===== src/rtl/adder_tree_term_packer_if.sv =====
// Bundle of the serial term stream, the packed vector bus and the framing error
// flag around adder_tree_term_packer. The packer takes the slave view.
interface adder_tree_term_packer_if #(
   parameter int NUM_ELEMENTS = 4,
   parameter int BIT_LEN      = 16,
   parameter int CTL_BITS     = 8,
   parameter int CNT_BITS     = $clog2(NUM_ELEMENTS + 1)
) ();
   logic [BIT_LEN-1:0]                   i_dat;
   logic                                 i_val;
   logic                                 i_sop;
   logic                                 i_eop;
   logic [CTL_BITS-1:0]                  i_ctl;
   logic                                 o_rdy;
   logic [NUM_ELEMENTS-1:0][BIT_LEN-1:0] o_terms;
   logic [CNT_BITS-1:0]                  o_cnt;
   logic                                 o_val;
   logic                                 o_sop;
   logic                                 o_eop;
   logic [CTL_BITS-1:0]                  o_ctl;
   logic                                 i_rdy;
   logic                                 o_err;

   modport slave (
      input  i_dat, i_val, i_sop, i_eop, i_ctl, i_rdy,
      output o_rdy, o_terms, o_cnt, o_val, o_sop, o_eop, o_ctl, o_err
   );

   modport master (
      output i_dat, i_val, i_sop, i_eop, i_ctl, i_rdy,
      input  o_rdy, o_terms, o_cnt, o_val, o_sop, o_eop, o_ctl, o_err
   );
endinterface


===== src/rtl/adder_tree_term_packer.sv =====
// Packs a sop/eop framed stream of single terms into NUM_ELEMENTS-wide,
// zero-padded vectors for the adder tree, one vector per handshake.
module adder_tree_term_packer #(
   parameter int NUM_ELEMENTS = 4,
   parameter int BIT_LEN      = 16,
   parameter int CTL_BITS     = 8,
   parameter int CNT_BITS     = $clog2(NUM_ELEMENTS + 1)
) (
   input logic                     i_clk,
   input logic                     i_rst,
   adder_tree_term_packer_if.slave bus
);
   localparam int IDX_BITS = (NUM_ELEMENTS > 1) ? $clog2(NUM_ELEMENTS) : 1;
   localparam logic [IDX_BITS-1:0] LAST_IDX = IDX_BITS'(NUM_ELEMENTS - 1);

   logic [IDX_BITS-1:0]                  idx;
   logic [NUM_ELEMENTS-1:0][BIT_LEN-1:0] terms;
   logic [CNT_BITS-1:0]                  cnt;
   logic                                 val;
   logic                                 sop;
   logic                                 eop;
   logic                                 err;
   logic [CTL_BITS-1:0]                  ctl;
   logic                                 rdy;
   logic                                 accept;
   logic                                 drain;
   logic                                 complete;

   // Ready looks through the output register so a drain and a new term share one edge.
   always_comb begin
      rdy      = i_rst && (!val || bus.i_rdy);
      accept   = bus.i_val && rdy;
      drain    = val && bus.i_rdy;
      complete = (idx == LAST_IDX) || bus.i_eop;
   end

   // A drain zeroes the vector first; the accepted term then overrides its own slot.
   always_ff @(posedge i_clk) begin
      if (!i_rst) begin
         idx   <= '0;
         terms <= '0;
         cnt   <= '0;
         val   <= 1'b0;
         sop   <= 1'b0;
         eop   <= 1'b0;
         err   <= 1'b0;
         ctl   <= '0;
      end else begin
         if (drain) begin
            val   <= 1'b0;
            terms <= '0;
            cnt   <= '0;
            sop   <= 1'b0;
            eop   <= 1'b0;
         end
         if (accept) begin
            for (int i = 0; i < NUM_ELEMENTS; i++) begin
               if (idx == IDX_BITS'(i)) begin
                  terms[i] <= bus.i_dat;
               end
            end
            if (idx == '0) begin
               ctl <= bus.i_ctl;
               sop <= bus.i_sop;
            end else if (bus.i_sop) begin
               err <= 1'b1;
            end
            if (complete) begin
               val <= 1'b1;
               eop <= bus.i_eop;
               cnt <= CNT_BITS'(idx) + CNT_BITS'(1);
               idx <= '0;
            end else begin
               idx <= idx + IDX_BITS'(1);
            end
         end
      end
   end

   assign bus.o_rdy   = rdy;
   assign bus.o_terms = terms;
   assign bus.o_cnt   = cnt;
   assign bus.o_val   = val;
   assign bus.o_sop   = sop;
   assign bus.o_eop   = eop;
   assign bus.o_ctl   = ctl;
   assign bus.o_err   = err;
endmodule


===== src/flat_wrapper.sv =====
// flat-port wrapper written by rule: the top's interface ports become plain ports
module adder_tree_term_packer_flat 
#(
   parameter int NUM_ELEMENTS = 4,
   parameter int BIT_LEN      = 16,
   parameter int CTL_BITS     = 8,
   parameter int CNT_BITS     = $clog2(NUM_ELEMENTS + 1)
)
  (i_clk, i_rst, bus_i_dat, bus_i_val, bus_i_sop, bus_i_eop, bus_i_ctl, bus_i_rdy, bus_o_rdy, bus_o_terms, bus_o_cnt, bus_o_val, bus_o_sop, bus_o_eop, bus_o_ctl, bus_o_err);
  adder_tree_term_packer_if #(.NUM_ELEMENTS(NUM_ELEMENTS), .BIT_LEN(BIT_LEN), .CTL_BITS(CTL_BITS), .CNT_BITS(CNT_BITS)) bus_i ();
  input logic i_clk;
  input logic i_rst;
  input wire logic [$bits(bus_i.i_dat)-1:0] bus_i_dat;
  input wire logic [$bits(bus_i.i_val)-1:0] bus_i_val;
  input wire logic [$bits(bus_i.i_sop)-1:0] bus_i_sop;
  input wire logic [$bits(bus_i.i_eop)-1:0] bus_i_eop;
  input wire logic [$bits(bus_i.i_ctl)-1:0] bus_i_ctl;
  input wire logic [$bits(bus_i.i_rdy)-1:0] bus_i_rdy;
  output wire logic [$bits(bus_i.o_rdy)-1:0] bus_o_rdy;
  output wire logic [$bits(bus_i.o_terms)-1:0] bus_o_terms;
  output wire logic [$bits(bus_i.o_cnt)-1:0] bus_o_cnt;
  output wire logic [$bits(bus_i.o_val)-1:0] bus_o_val;
  output wire logic [$bits(bus_i.o_sop)-1:0] bus_o_sop;
  output wire logic [$bits(bus_i.o_eop)-1:0] bus_o_eop;
  output wire logic [$bits(bus_i.o_ctl)-1:0] bus_o_ctl;
  output wire logic [$bits(bus_i.o_err)-1:0] bus_o_err;
  assign bus_i.i_dat = bus_i_dat;
  assign bus_i.i_val = bus_i_val;
  assign bus_i.i_sop = bus_i_sop;
  assign bus_i.i_eop = bus_i_eop;
  assign bus_i.i_ctl = bus_i_ctl;
  assign bus_i.i_rdy = bus_i_rdy;
  assign bus_o_rdy = bus_i.o_rdy;
  assign bus_o_terms = bus_i.o_terms;
  assign bus_o_cnt = bus_i.o_cnt;
  assign bus_o_val = bus_i.o_val;
  assign bus_o_sop = bus_i.o_sop;
  assign bus_o_eop = bus_i.o_eop;
  assign bus_o_ctl = bus_i.o_ctl;
  assign bus_o_err = bus_i.o_err;
  adder_tree_term_packer #(.NUM_ELEMENTS(NUM_ELEMENTS), .BIT_LEN(BIT_LEN), .CTL_BITS(CTL_BITS), .CNT_BITS(CNT_BITS)) u_core (.i_clk(i_clk), .i_rst(i_rst), .bus(bus_i));
endmodule

===== config.mk =====
export PLATFORM = sky130hd
export DESIGN_NAME = adder_tree_term_packer_flat
export DESIGN_NICKNAME = d
export VERILOG_FILES = /design/src/rtl/adder_tree_term_packer_if.sv /design/src/rtl/adder_tree_term_packer.sv /design/src/flat_wrapper.sv
export SDC_FILE = /design/constraint.sdc
export NUM_CORES = 1
export LEC_CHECK = 0
export CORE_UTILIZATION = 65
export CTS_CLUSTER_SIZE = 40
export DETAILED_ROUTE_END_ITERATION = 8
export DONT_BUFFER_PORTS = 1
export PLACE_DENSITY = 0.81
export SLEW_MARGIN = 25
export SYNTH_ARGS = -nofsm -noshare
export SYNTH_HDL_FRONTEND = slang
export SYNTH_SLANG_ARGS = --single-unit
export TNS_END_PERCENT = 30

===== constraint.sdc =====
create_clock -name i_clk -period 4.3 [get_ports i_clk]
set_clock_uncertainty 0.05 [all_clocks]
set_input_delay 0.645 -clock i_clk [delete_from_list [all_inputs] [get_ports i_clk]]
set_output_delay 0.645 -clock i_clk [all_outputs]
set_load 0.01 [all_outputs]

==> metrics.cfg, run 1 <==
[status]
status=finished clean

[floorplan]
rows=25
chipWidth_um=71.7
initial_core_util_pct=67.4
ios=110
placeableCoreArea_sq_um=4690
dieArea_sq_um=5150
die_h_um=71.7

[layout]
nNetsFinal=338
mostFrequentLayoutCell=nand2_1
drive_above_1_share_pct=7.77
diodes=0
syn2layout_area_growth_pct=6.41
layout_common_cells=nand2_1 (97), dfxtp_1 (81), mux2i_1 (67)
utilization_pct=71.7

[synthesis]
syn_inst=314
syn-num-nets=348
syn_area_per_cell_sq_um=10.1
netlist-cell-type-count=30
syn_area_sq_um=3160
synth_seq_area_share_pct=51.3
ys_ff_latch=81
yosysWarnings=0

[drt]
routed_wl_um=6410
wl_met3_um=604
dr.pass1.iters=4
wl_met1_um=2850
routed-via-count=2117
via_per_inst=5.83
dr_wl_met2_um=2840
drc=0
wl_per_cell_um=17.7
maxUsedRoutingLayer=met4
antenna_left=0
drt_iter0_markers=109

[worst_setup_path]
endpoint_kind=output port
r2r_setup_slack_ns=2.07
worst-path-buf-inv=0
rr_worst_depth=3
cp-startpoint=u_core.bus.o_val$_SDFF_PN0_
crit_required_ns=3.61
worst_path_max_delay_cell=dfxtp_1
cp_max_fo=16
max_stage_delay_ns=0.47
worstPathArrival_ns=1.65
crit_family=simple AND/OR/NAND/NOR gates
crit_chain=nand2b_1, and2_1
critPathLaunchType=flop
r2r-start=u_core.bus.o_val$_SDFF_PN0_
crit_type=flop to output port
timing.rr.end=u_core.bus.o_eop$_SDFF_PN0_

[worst_hold_path]
hp-class=input pin to flop
hp-start=i_rst
hold_depth=1
whs_endpoint=u_core.bus.o_val$_SDFF_PN0_

[sta]
min_period_over_period_pct=54.5
finalSetupViolations=0
slew_headroom_pct=50.6
rsz0062_at_grt=false
fmax_mhz=427
worst_pin_slew_ns=0.741
tns_ns=0
min_period_ns=2.34
maxSlewViolCount=0
hold_viol=0

[place]
io_buffers=0
dpl.hpwl_um=3990
gp_congestion=0.808

[global_routing]
grt_pass1_wl_um=9590
grt_max_degree=45
grt_overflow=0
grtUsageTotal_pct=24.6
antenna_found_initial=0
grt_pass1_vias=1992

[clocking]
htree_levels=3
cts-resized-gates=0
cts.sinks=81
cts_tree=done
cts_buffer_depth=2
clk_latency_ns=0.33
path_clk_slew_ns=0.07
postCtsSetupRepairBufs=0
holdBufCountCts=0
clockRootBuffer=clkbuf_8
cts-buffers-inserted=9

[power_and_ir_drop]
power.share.switching_pct=21.1
power.density_nw_per_um2=468
p_leak_nw=1.64
peakVddDrop_uv=363
p_comb_share_pct=5.0
fin_total_pwr_w=0.00158
p_switching_w=0.000333
pwr-share-clk_pct=44.5
internal-power_w=0.00124
power_frac_seq_pct=50.4

[run]
cap_violations=0

[worst register-to-register path, delay by kind of cell (launching register included)]
kind	cells	cell delay [ns]
AO/OA/AOI/OAI	1	0.43
AND/OR/NAND/NOR	2	1.27
flip-flops	1	0.39
[registers in the layout, summed over array words and instances, names as in the netlist]
name	flops
u_core.bus.o_cnt	3
u_core.bus.o_ctl	8
u_core.bus.o_eop	1
u_core.bus.o_err	1
u_core.bus.o_sop	1
u_core.bus.o_terms	64
u_core.bus.o_val	1
u_core.idx	2
[worst max path at each step]
stage                                             end  depth (start not counted)
after floorplan                             bus_o_rdy                          4
after global placement    u_core.bus.o_eop$_SDFF_PN0_                          3
after detailed placement  u_core.bus.o_eop$_SDFF_PN0_                          3
after CTS                                   bus_o_rdy                          2
after global routing                        bus_o_rdy                          2
final                                       bus_o_rdy                          2
[Yosys cell counts]
library cell	n	share of area, %
dfxtp_1	81	51
nor3_2	1	0.32
and2_1	1	0.20
buf_4	1	0.24
nand3_4	2	1.1
clkbuf_1	5	0.59
mux2i_1	67	21
o21ai_0	1	0.16
buf_6	7	2.5
nor3_1	1	0.16
o211ai_1	1	0.24
buf_2	9	1.4
inv_1	2	0.24
nand3_1	1	0.16
nor2_1	1	0.12
a31o_1	1	0.28
a21boi_1	1	0.24
o21ai_1	10	1.6
nor4b_1	1	0.28
nand2b_1	1	0.20
nand2_1	97	12
a21boi_2	1	0.36
ha_1	4	1.6
nand4_1	9	1.8
nand3_2	2	0.63
and2_4	1	0.28
o21a_1	2	0.47
nor2b_1	1	0.20
and3_1	1	0.20
buf_8	1	0.47
[layer usage]
metal	vias to the layer above	track usage [%]
met2	84	35.0
met5	-	0
met4	0	12.9
li1	1032	-
met3	10	9.99
met1	991	32.1
[power by group through the flow]
| stage | Clock (W) | Sequential, W | Combinational [W] |
|---|---|---|---|
| CTS | 0.000707 | 0.000795 | 0.0000753 |
| floorplan | 0 | 0.000808 | 0.0000727 |
| global placement | 0 | 0.000812 | 0.0000733 |
| detailed placement | 0 | 0.000812 | 0.0000750 |
| global route | 0.000741 | 0.000797 | 0.0000875 |
| finish | 0.000702 | 0.000794 | 0.0000791 |
[per-stage QoR]
step	setup WS (ns)	hold slack (ns)	std cells	cell area, sq um
2_1_floorplan	2.31	0.421	314	3160
3_3_place_gp	1.84	0.436	346	3080
3_5_place_dp	1.83	0.436	346	3080
4_1_cts	1.96	0.367	362	3340
5_1_grt	1.89	0.363	363	3360
6_report	1.96	0.384	363	3360
[area by class of cell]
class                      instances  area (sq um)
multi-input combinational        208          1380
inverter                           2          7.51
sequential                        81          1620
clock buffer                      10           128
clock inverter                     6           130
tap                               54          67.6
timing repair buffer               2          35.0
fill                             342          1330
[cell families after synthesis]
logic type	Yosys count	share of synthesized area, %
compound gates	17	3.32
fa+ha+maj	4	1.58
simple gates	120	17.1
buf+inv	25	5.46
flops	81	51.3
mux	67	21.2
Note: power is estimated with default switching activity, not from simulation.
==> run 2: changes to the inputs <==
CORE_UTILIZATION = 56   (was 65)
PLACE_DENSITY = 0.74   (was 0.81)
clock period = 2.1 ns   (was 4.3 ns; I/O delays follow)
==> run 2 against run 1 <==
Global-route usage is 1.2 points lower. Flip-flop and latch count is the same. Setup slack worse by 1.6 ns. Non-clock buffer count is 4 higher. Register-to-register slack lost 1.5 ns. Via count rose by 1.6%. Cell count grew 5.0%. Wire length is 2.3% higher. Die area is 16% higher. Critical path type unchanged. Critical endpoint unchanged.
==> metrics.cfg, run 2 (synthesis results as in run 1) <==
[drt]
wl_per_cell_um=17.2
drt_iter0_markers=94
via_per_inst=5.65
antenna_left=0
routed-via-count=2151
routed_wl_um=6560
dr.pass1.iters=4
drc=0

[worst_setup_path]
worstPathArrival_ns=1.36
crit_type=flop to output port
critPathLaunchType=flop
rr_worst_depth=5
cp_max_fo=15
crit_required_ns=1.74
endpoint_kind=output port

[clocking]
cts-resized-gates=0
cts-buffers-inserted=9
clk_latency_ns=0.34
cts_tree=done
clockRootBuffer=clkbuf_8
path_clk_slew_ns=0.07
htree_levels=3
cts_buffer_depth=2
holdBufCountCts=0
cts.sinks=81
postCtsSetupRepairBufs=0

[sta]
tns_ns=0
hold_ws_ns=0.0464
min_period_over_period_pct=81.9
maxSlewViolCount=0
min_period_ns=1.72
slew_headroom_pct=71.0
worst_pin_slew_ns=0.434
hold_viol=0
rsz0062_at_grt=false
finalSetupViolations=0
fmax_mhz=581

[global_routing]
antenna_found_initial=0
grt_pass1_wl_um=10700
grt_max_degree=70
grt_overflow=0
grtUsageTotal_pct=23.4
grt_pass1_vias=2164

[floorplan]
rows=26
die_h_um=77.1
dieArea_sq_um=5950
initial_core_util_pct=60.0
chipWidth_um=77.1
ios=110
placeableCoreArea_sq_um=5270

[power_and_ir_drop]
fin_total_pwr_w=0.00304
p_leak_nw=1.64
peakVddDrop_uv=468
power.density_nw_per_um2=899

[layout]
mostFrequentLayoutCell=nand2_1
largest_reg_flops=64
nNetsFinal=342
utilization_pct=64.1
final_area_sq_um=3380
drive_above_1_share_pct=8.68
syn2layout_area_growth_pct=6.85
layout_common_cells=nand2_1 (97), dfxtp_1 (81), mux2i_1 (67)
diodes=0

[place]
dpl.hpwl_um=4370
gp_congestion=0.723
io_buffers=0
dpl_cell_area_sq_um=3160

[worst_hold_path]
hold_depth=1
hp-class=input pin to flop

[run]
cap_violations=0

[status]
status=finished clean

## run 2: cell type report
class / instances / area (sq um)
clock buffer: 11 / 151
clock inverter: 3 / 65.1
fill: 450 / 1890
inverter: 2 / 7.51
multi-input combinational: 208 / 1380
sequential: 81 / 1620
tap: 70 / 87.6
timing repair buffer: 6 / 70.1
## run 2: stage by stage
stage          setup slack (ns)  instances
6_report                  0.380        381
5_1_grt                   0.313        381
4_1_cts                   0.363        381
3_5_place_dp              0.590        367
3_3_place_gp              0.621        367
2_1_floorplan             0.685        314
## run 2: layer usage
| layer | global-route usage, % | part of all wire [%] | vias to the layer above |
|---|---|---|---|
| met5 | 0 | 0 | - |
| met4 | 10.2 | 1.4 | 0 |
| met3 | 9.40 | 8.6 | 11 |
| met2 | 37.4 | 47 | 73 |
| met1 | 27.5 | 43 | 1032 |
| li1 | - | - | 1035 |
## run 2: power breakdown
group          internal, W  total, W  switching [W]  leakage [nW]
combinational    0.0000628  0.000165       0.000103         0.867
clock             0.000720   0.00124       0.000523         0.111
sequential         0.00158   0.00163      0.0000500         0.657
## run 2: path summary, 6_finish.rpt
| path | slack (ns) | from | endpoint |
|---|---|---|---|
| worst max register to register | 0.56 | u_core.idx[0]$_SDFFE_PN0P_ | u_core.bus.o_terms[12]$_SDFF_PN0_ |
| worst max-delay path | 0.38 | u_core.bus.o_val$_SDFF_PN0_ | bus_o_rdy |
| worst min register to register | 0.45 | u_core.bus.o_ctl[4]$_SDFFE_PN0P_ | u_core.bus.o_ctl[4]$_SDFFE_PN0P_ |
| worst min-delay path | 0.05 | i_rst | u_core.bus.o_err$_SDFFE_PN0P_ |
## run 2: worst max-delay path: stages (launching register included)
cell and delay, ns:
dfxtp_1 0.46, nand2b_1 0.13, buf_4 0.22, and2_1 0.21
